<file path="config.mk">
export PLATFORM = sky130hd
export DESIGN_NAME = apb_slave_regfile
export DESIGN_NICKNAME = d
export VERILOG_FILES = /design/src/rtl/apb_pkg.sv /design/src/rtl/apb_wait_cnt.sv /design/src/rtl/apb_slave_regfile.sv
export SDC_FILE = /design/constraint.sdc
export NUM_CORES = 1
export LEC_CHECK = 0
export CORE_AREA = 8 8 238 240
export DETAILED_ROUTE_END_ITERATION = 6
export DIE_AREA = 0 0 246 248
export PLACE_DENSITY_LB_ADDON = 0.15
export SLEW_MARGIN = 25
export SYNTH_ARGS = -nofsm -noshare
export SYNTH_HDL_FRONTEND = slang
export SYNTH_HIERARCHICAL = 1
export SYNTH_SLANG_ARGS = --single-unit
</file>
<file path="constraint.sdc">
create_clock -name PCLK -period 3.4 [get_ports PCLK]
set_input_delay 0.34 -clock PCLK [delete_from_list [all_inputs] [get_ports PCLK]]
set_output_delay 0.34 -clock PCLK [all_outputs]
set_load 0.005 [all_outputs]
</file>
<file path="src/rtl/apb_pkg.sv">
// Shared APB definitions: FSM encodings, address alignment and
// response codes common to completers and the master BFM.
package apb_pkg;

    typedef enum logic {
        APB_S_IDLE   = 1'b0,
        APB_S_ACCESS = 1'b1
    } apb_state_e;

    localparam int   APB_ADDR_LSB    = 2;
    localparam logic APB_RESP_OKAY   = 1'b0;
    localparam logic APB_RESP_SLVERR = 1'b1;

endpackage

</file>
<file path="src/rtl/apb_wait_cnt.sv">
// Wait-state down-counter producing a registered PREADY for APB completers.
// rdy_d_o exposes the next-cycle PREADY so read data can be aligned to it.
module apb_wait_cnt #(
    parameter int WAIT_CYC = 0
) (
    input  logic PCLK,
    input  logic PRESETn,
    input  logic load_i,
    input  logic dec_i,
    input  logic clr_i,
    output logic rdy_o,
    output logic rdy_d_o
);

    localparam logic [3:0] WAIT_INIT = 4'(WAIT_CYC);

    logic [3:0] cnt_q, cnt_d;
    logic       rdy_q, rdy_d;

    always_comb begin
        cnt_d = cnt_q;
        rdy_d = rdy_q;
        if (clr_i) begin
            cnt_d = '0;
            rdy_d = 1'b0;
        end else if (load_i) begin
            cnt_d = WAIT_INIT;
            rdy_d = (WAIT_CYC == 0);
        end else if (dec_i && !rdy_q && cnt_q != '0) begin
            // last wait cycle: raise PREADY for the following cycle
            cnt_d = cnt_q - 4'd1;
            rdy_d = (cnt_q == 4'd1);
        end
    end

    always_ff @(posedge PCLK or negedge PRESETn) begin
        if (!PRESETn) begin
            cnt_q <= '0;
            rdy_q <= 1'b0;
        end else begin
            cnt_q <= cnt_d;
            rdy_q <= rdy_d;
        end
    end

    assign rdy_o   = rdy_q;
    assign rdy_d_o = rdy_d;

endmodule

</file>
<file path="src/rtl/apb_slave_regfile.sv">
// APB3 completer in front of a word-addressed register bank.
// Register 0 is a read-only ID; contents and write strobes are exported.
module apb_slave_regfile
    import apb_pkg::*;
#(
    parameter int                ADR_W    = 32,
    parameter int                DAT_W    = 32,
    parameter int                NUM_REGS = 16,
    parameter int                WAIT_CYC = 0,
    parameter logic [DAT_W-1:0]  ID_VAL   = 32'hA5B0_0001
) (
    input  logic                      PCLK,
    input  logic                      PRESETn,
    input  logic [ADR_W-1:0]          PADDR,
    input  logic                      PSEL,
    input  logic                      PENABLE,
    input  logic                      PWRITE,
    input  logic [DAT_W-1:0]          PWDATA,
    output logic                      PREADY,
    output logic [DAT_W-1:0]          PRDATA,
    output logic                      PSLVERR,
    output logic [NUM_REGS*DAT_W-1:0] regs_o,
    output logic [NUM_REGS-1:0]       wr_pulse_o
);

    localparam int               IDX_W    = $clog2(NUM_REGS);
    localparam logic [ADR_W-1:0] ADDR_END = ADR_W'(NUM_REGS * 4);

    apb_state_e           state_q, state_d;
    logic                 write_q, write_d;
    logic                 err_q, err_d;
    logic [IDX_W-1:0]     idx_q, idx_d;
    logic [DAT_W-1:0]     regs_q [NUM_REGS];
    logic [DAT_W-1:0]     regs_d [NUM_REGS];
    logic [DAT_W-1:0]     prdata_q, prdata_d;
    logic                 pslverr_q, pslverr_d;
    logic [NUM_REGS-1:0]  wr_pulse_q, wr_pulse_d;

    logic [DAT_W-1:0]     rd_view [NUM_REGS];
    logic [IDX_W-1:0]     pidx, rd_idx;
    logic                 setup, active, complete, abort;
    logic                 err_set, rd_err, rd_wr;
    logic                 rdy_q, rdy_d;

    assign pidx     = PADDR[IDX_W+APB_ADDR_LSB-1:APB_ADDR_LSB];
    assign setup    = (state_q == APB_S_IDLE) && PSEL && !PENABLE;
    assign active   = (state_q == APB_S_ACCESS) && PSEL && PENABLE;
    assign complete = active && rdy_q;
    assign abort    = (state_q == APB_S_ACCESS) && !PSEL;
    assign err_set  = (PADDR[APB_ADDR_LSB-1:0] != '0)
                   || (PADDR >= ADDR_END)
                   || (PWRITE && pidx == '0);

    apb_wait_cnt #(
        .WAIT_CYC (WAIT_CYC)
    ) u_wait (
        .PCLK    (PCLK),
        .PRESETn (PRESETn),
        .load_i  (setup),
        .dec_i   (active),
        .clr_i   (complete || abort),
        .rdy_o   (rdy_q),
        .rdy_d_o (rdy_d)
    );

    always_comb begin
        for (int i = 0; i < NUM_REGS; i++) begin
            rd_view[i] = (i == 0) ? ID_VAL : regs_q[i];
        end
    end

    // with zero wait states the response is built in the setup cycle itself
    assign rd_idx = (state_q == APB_S_IDLE) ? pidx    : idx_q;
    assign rd_err = (state_q == APB_S_IDLE) ? err_set : err_q;
    assign rd_wr  = (state_q == APB_S_IDLE) ? PWRITE  : write_q;

    always_comb begin
        state_d    = state_q;
        write_d    = write_q;
        err_d      = err_q;
        idx_d      = idx_q;
        regs_d     = regs_q;
        wr_pulse_d = '0;
        prdata_d   = '0;
        pslverr_d  = APB_RESP_OKAY;
        unique case (state_q)
            APB_S_IDLE: begin
                if (setup) begin
                    state_d = APB_S_ACCESS;
                    write_d = PWRITE;
                    err_d   = err_set;
                    idx_d   = pidx;
                end
            end
            APB_S_ACCESS: begin
                if (abort || complete) begin
                    state_d = APB_S_IDLE;
                end
                if (complete && write_q && !err_q) begin
                    regs_d[idx_q]     = PWDATA;
                    wr_pulse_d[idx_q] = 1'b1;
                end
            end
            default: state_d = APB_S_IDLE;
        endcase
        if (rdy_d) begin
            pslverr_d = rd_err ? APB_RESP_SLVERR : APB_RESP_OKAY;
            if (!rd_err && !rd_wr) begin
                prdata_d = rd_view[rd_idx];
            end
        end
    end

    always_ff @(posedge PCLK or negedge PRESETn) begin
        if (!PRESETn) begin
            state_q    <= APB_S_IDLE;
            write_q    <= 1'b0;
            err_q      <= 1'b0;
            idx_q      <= '0;
            prdata_q   <= '0;
            pslverr_q  <= APB_RESP_OKAY;
            wr_pulse_q <= '0;
            for (int i = 0; i < NUM_REGS; i++) begin
                regs_q[i] <= '0;
            end
        end else begin
            state_q    <= state_d;
            write_q    <= write_d;
            err_q      <= err_d;
            idx_q      <= idx_d;
            prdata_q   <= prdata_d;
            pslverr_q  <= pslverr_d;
            wr_pulse_q <= wr_pulse_d;
            regs_q     <= regs_d;
        end
    end

    for (genvar g = 0; g < NUM_REGS; g++) begin : g_regs
        assign regs_o[g*DAT_W +: DAT_W] = rd_view[g];
    end

    assign PREADY     = rdy_q;
    assign PRDATA     = prdata_q;
    assign PSLVERR    = pslverr_q;
    assign wr_pulse_o = wr_pulse_q;

endmodule

</file>
==> flow_summary.yaml, run 1 <==
status:
  status: "complete, no violations"
logic_synthesis:
  yosysWarnings: 6
  seq_area_frac_synth_pct: 56.3
  synth_edf_count: 0
  ys_ff_latch: 541
  synth_cell_type_count: 41
  synth_top_area_cell: "dfrtp_1"
  ys_async_sr_fraction_pct: 100
  yosysMostFrequentCell: "dfrtp_1"
  synth_commonest_cells: "541 x dfrtp_1, 499 x mux2_2, 96 x mux4_2, 85 x clkbuf_1, 82 x nand2_1"
  yosysTopAreaCellShare_pct: 56.3
  ys.flop_type: "dfrtp_1"
  syn_area_um2: 24000
  synthesis.area_per_instance_um2: 14.8
  synth.area.top_cells: "dfrtp_1 56%, mux2_2 23%, mux4_2 9.0%"
  syn_inst: 1622
sta:
  worstMarginPinSlew_ns: 0.985
  rsz0062_at_grt: "no"
  min_period_ns: 2.88
  setup_viol: 0
  clock.fmax_mhz: 348
  final_hold_viol_count: 0
  setup_ws_ns: 0.523
  post-route-period-util_pct: 84.6
  drv_slew: 0
  max_slew_margin_pct: 34.3
  fin_setup_tns_ns: 0
  fin_worst_skew_ns: 0.0189
worst_setup_path:
  cp.required_ns: 3.90
  rrSetupSlack_ns: 0.52
  worstPathArrival_ns: 3.38
  slowest_delay_ns: 0.59
  crit_type: "reg2reg"
  r2r_end: "PRDATA[19]$_DFF_PN0_"
  crit_fanout: 12
  slowest_stage: "dfrtp_1"
  regToRegStartpoint: "state_q$_DFF_PN0_"
  crit_path_start_kind: "flip-flop"
  ff2ff_path_depth: 10
  endpoint_kind: "flip-flop"
  cp_cell_sequence: "inv_1 -> nor2_1 -> nor2b_1 -> nand4_1 -> a21oi_1 -> nor3b_1 -> a31oi_4 -> buf_16 -> buf_4 -> a211oi_1"
pwr:
  power.switching_mw: 3.43
  vdd_ir_drop_max_v: 0.000350
  share_seq_of_total_power_pct: 46.6
  p_sw_share_pct: 24.3
  total_leakage_power_nw: 15.1
  internal_power_mw: 10.7
  cellPowerDensity_nw_per_um2: 429
  pwr-share-comb_pct: 8.9
  clkPwrFrac_pct: 44.5
  total_power_mw: 14.1
route:
  num_vias: 17100
  top_layer: "met5"
  firstDrtPassIters: 5
  drt_iter0_markers: 1344
  drc: 0
  drt-met1-wl_um: 35700
  ant_nets: 0
  routed_wl_um: 90100
  wl_per_cell_um: 30.5
  vias_per_cell: 5.77
  met3_length_um: 6750
  wl_met2_um: 44500
hold_path:
  hp-class: "in2async"
global_route:
  grt_start_max_net_pins: 90
  grt_pass1_vias: 18100
  antenna_found_initial: 3
  grt_pass1_wl_um: 130000
  overflow: 0
  grt_usage_pct: 28.9
clock_network:
  clock-sinks: 541
  path_clk_slew_ns: 0.06
  cts_root_buf: "clkbuf_16"
  cts_resized: 0
  cts_tree: "yes"
  post_cts_buffers: 0
  clk_path_buf_depth: 3
  clk_latency_ns: 0.61
  numCtsBuffers: 57
  cts_htree_levels: 2
placement:
  port-buffer-count: 598
  pre_cts_ws_ns: 0.329
  gp_congestion: 0.856
  place_inst: 2851
  dpl.hpwl_um: 64300
die:
  fp-row-count: 85
  die_w_um: 246
  ioPinCount: 631
  die_h_um: 248
  core_um2: 53100
  fp.dieArea_um2: 61000
  start_util_pct: 45.3
layout:
  fin_util_pct: 62.1
  regArea_um2: 13500
  nFillCells: 4037
  drive_above_1_share_pct: 34.7
  area_delta_synth_final_pct: 37.2
  fin_nets: 2287
  multi_input_area_um2: 9880
  fin_cells: 2955
flow_run:
  drv_cap: 0
-- cell usage in the layout (no fill, tap or decap), drive strengths merged, types with 25 or more instances in the layout --
master / count
clkbuf: 91
conb: 32
a211oi: 25
nand2: 82
buf: 71
mux4: 96
mux2: 500
dfrtp: 541
clkdlybuf4s50: 597
a21oi: 31
-- cells by family after synthesis --
kind of cell | count (synthesis) | share of synthesized area (%)
compound gates | 112 | 3.27
other cells | 2 | 0.0312
simple gates | 173 | 3.45
fa+ha+maj | 3 | 0.156
buf+inv | 178 | 3.63
flops | 541 | 56.3
mux | 613 | 33.1
-- through the flow --
stage / area [um^2] / hold WS (ns)
global route: 33000 / 0.411
global placement: 31100 / 0.434
CTS: 33000 / 0.366
floorplan: 24200 / 0.0444
finish: 33000 / 0.372
detailed placement: 31100 / 0.434
-- critical path: cells and delay by family (launching register included) --
kind | cells | cell delay, ns
flip-flops | 1 | 0.59
AND/OR/NAND/NOR | 4 | 0.91
AO/OA/AOI/OAI | 3 | 0.60
buffers and inverters | 3 | 0.64
-- registers in the layout (all words and copies together), names as in the netlist --
register      count
regs_o          480
PRDATA           32
wr_pulse_o       16
idx_q             4
u_wait/cnt_q      4
PSLVERR           1
err_q             1
state_q           1
u_wait/rdy_o      1
write_q           1
-- worst max path at each step --
stage,start,cells past startpoint,end,slack (ns)
floorplan,state_q$_DFF_PN0_,8,PRDATA[10]$_DFF_PN0_,1.05
global placement,PENABLE,10,PRDATA[11]$_DFF_PN0_,0.31
detailed placement,PENABLE,11,PRDATA[15]$_DFF_PN0_,0.33
CTS,state_q$_DFF_PN0_,10,PRDATA[11]$_DFF_PN0_,0.54
global route,state_q$_DFF_PN0_,10,PRDATA[9]$_DFF_PN0_,0.27
finish,state_q$_DFF_PN0_,10,PRDATA[19]$_DFF_PN0_,0.52
-- metal layers --
layer | GRT usage [%] | vias up
li1 | - | 7091
met1 | 36.7 | 9117
met2 | 48.0 | 687
met3 | 6.92 | 155
met4 | 10.2 | 6
met5 | 0 | -
-- area by class of cell --
cell class,count,area share (%)
well taps,696,2.64
clock inverters,11,0.512
diodes,1,0.00759
multi-input cells,933,30.0
inverters,13,0.148
repair buffers,669,20.5
flip-flops and latches,541,41.1
clock buffers,91,5.17
-- timing repair --
action / CTS / global route
hold endpoints to repair: 74 / 0
hold buffers: 1 / 0
endpoints found under the setup margin: 0 / 0
-- power by group through the flow --
stage               logic (mW)  clock network [mW]  registers, mW
global route              1.34                6.64           6.59
detailed placement        1.27                   0           6.69
finish                    1.26                6.29           6.58
global placement          1.25                   0           6.69
CTS                       1.27                6.38           6.58
floorplan                0.610                   0           6.66
Power figures use the tool's default switching activity.
==> inputs of run 2 (changes only) <==
==> constraint.sdc (replaced) <==
create_clock -name PCLK -period 2.7 [get_ports PCLK]
set_input_delay 0.27 -clock PCLK [delete_from_list [all_inputs] [get_ports PCLK]]
set_output_delay 0.27 -clock PCLK [all_outputs]
set_load 0.005 [all_outputs]
==> run 2 against run 1 <==
Utilization rose by 0.74 points. Final area grew 1.2%. Setup slack worse by 0.40 ns. Critical path type unchanged. Critical endpoint is now PRDATA[9]$_DFF_PN0_.
==> flow_summary.yaml, run 2 (same netlist as run 1, synthesis figures left out) <==
sta:
  fin_setup_tns_ns: 0
  max_slew_margin_pct: 30.3
  rsz0062_at_grt: "no"
  worstMarginPinSlew_ns: 1.04
  min_period_ns: 2.58
  clock.fmax_mhz: 388
  setup_ws_ns: 0.122
  final_hold_viol_count: 0
  post-route-period-util_pct: 95.5
  drv_slew: 0
  holdWs_ns: 0.210
  fin_worst_skew_ns: 0.0218
  setup_viol: 0
layout:
  area_delta_synth_final_pct: 38.8
  finalInstanceArea_um2: 33400
  mostFrequentLayoutCells: "597 x clkdlybuf4s50_1, 541 x dfrtp_1, 498 x mux2_2, 96 x mux4_2, 82 x nand2_1"
  fin_util_pct: 62.9
  mostFrequentLayoutCell: "clkdlybuf4s50_1"
  drive_above_1_share_pct: 35.5
  fin_nets: 2319
  largest_reg_flops: 480
  fin_cells: 2982
pwr:
  internal_power_mw: 13.3
  total_power_mw: 17.6
  vdd_ir_drop_max_v: 0.000467
  p_sw_share_pct: 24.7
  cellPowerDensity_nw_per_um2: 529
  pwr-share-comb_pct: 9.7
  total_leakage_power_nw: 15.3
  share_seq_of_total_power_pct: 46.8
  clkPwrFrac_pct: 43.4
  power.switching_mw: 4.35
clock_network:
  numCtsBuffers: 57
  cts_root_buf: "clkbuf_16"
  clock-sinks: 541
  path_clk_slew_ns: 0.06
  clk_latency_ns: 0.62
  cts_tree: "yes"
  cts_resized: 0
  clk_path_buf_depth: 3
  cts_htree_levels: 2
worst_setup_path:
  crit_path_start_kind: "flip-flop"
  crit_fanout: 12
  worstPathArrival_ns: 3.09
  cp.required_ns: 3.21
  endpoint_kind: "flip-flop"
  crit_type: "reg2reg"
route:
  ant_nets: 0
  drt_iter0_markers: 1174
  routed_wl_um: 90300
  drc: 0
  vias_per_cell: 5.75
  wl_per_cell_um: 30.3
  num_vias: 17200
  firstDrtPassIters: 5
placement:
  post_dp_cell_area_um2: 31600
  gp_congestion: 0.885
  pre_cts_ws_ns: -0.0421
  port-buffer-count: 598
  place_inst: 2883
  dpl.hpwl_um: 65000
flow_run:
  drv_cap: 0
global_route:
  grt_usage_pct: 29.0
  overflow: 0
  grt_pass1_wl_um: 130000
  antenna_found_initial: 4
  grt_pass1_vias: 18200
  grt_start_max_net_pins: 67
die:
  die_w_um: 246
  fp-row-count: 85
  die_h_um: 248
  fp.dieArea_um2: 61000
  start_util_pct: 45.3
  ioPinCount: 631
  core_um2: 53100
status:
  status: "complete, no violations"
hold_path:
  hp-class: "in2async"
## run 2: layout make-up
cell class / count / area [um^2]
Antenna cell: 2 / 5.00
Tap cell: 696 / 871
Inverter: 13 / 48.8
Fill cell: 4008 / 19700
Multi-Input combinational cell: 933 / 9880
Timing Repair Buffer: 701 / 7250
Sequential cell: 541 / 13500
Clock inverter: 12 / 144
Clock buffer: 84 / 1630
## run 2: final timing paths
path                                         startpoint                       to  slack (ns)  depth (start not counted)
worst max register to register        state_q$_DFF_PN0_      PRDATA[9]$_DFF_PN0_        0.12                          5
worst min register to register  regs_o[401]$_DFFE_PN0P_  regs_o[401]$_DFFE_PN0P_        0.53                          1
max in group asynchronous                       PRESETn  regs_o[209]$_DFFE_PN0P_        1.44                          3
min in group PCLK                                  PSEL        state_q$_DFF_PN0_        0.32                          2
worst min-delay path                            PRESETn  regs_o[153]$_DFFE_PN0P_        0.21                          2
worst max-delay path                  state_q$_DFF_PN0_      PRDATA[9]$_DFF_PN0_        0.12                          5
## run 2: worst max-delay path: stages (launching register included)
cell and delay (ns):
dfrtp_1 0.48, buf_4 0.21, mux2_2 0.38, nor2_2 0.82
a2111oi_0 0.27, a211oi_1 0.32
## run 2: timing repair
item                      in CTS  in global routing
buffers inserted               0                  0
hold buffers                   1                  0
hold endpoints to repair      54                  0
## run 2: metal layers
metal	global-route usage, %	up-vias	routed length (um)
met5	0.897	-	104
met4	12.1	6	3770
met3	7.57	202	7180
met2	46.8	724	43500
met1	36.9	9088	35700
li1	-	7140	-
## run 2: power groups by stage
stage	sequential (mW)	clock [mW]	combinational, mW
finish	8.27	7.66	1.72
global route	8.27	8.04	1.83
CTS	8.26	7.74	1.73
detailed placement	8.41	0	1.72
global placement	8.41	0	1.70
floorplan	8.39	0	0.768
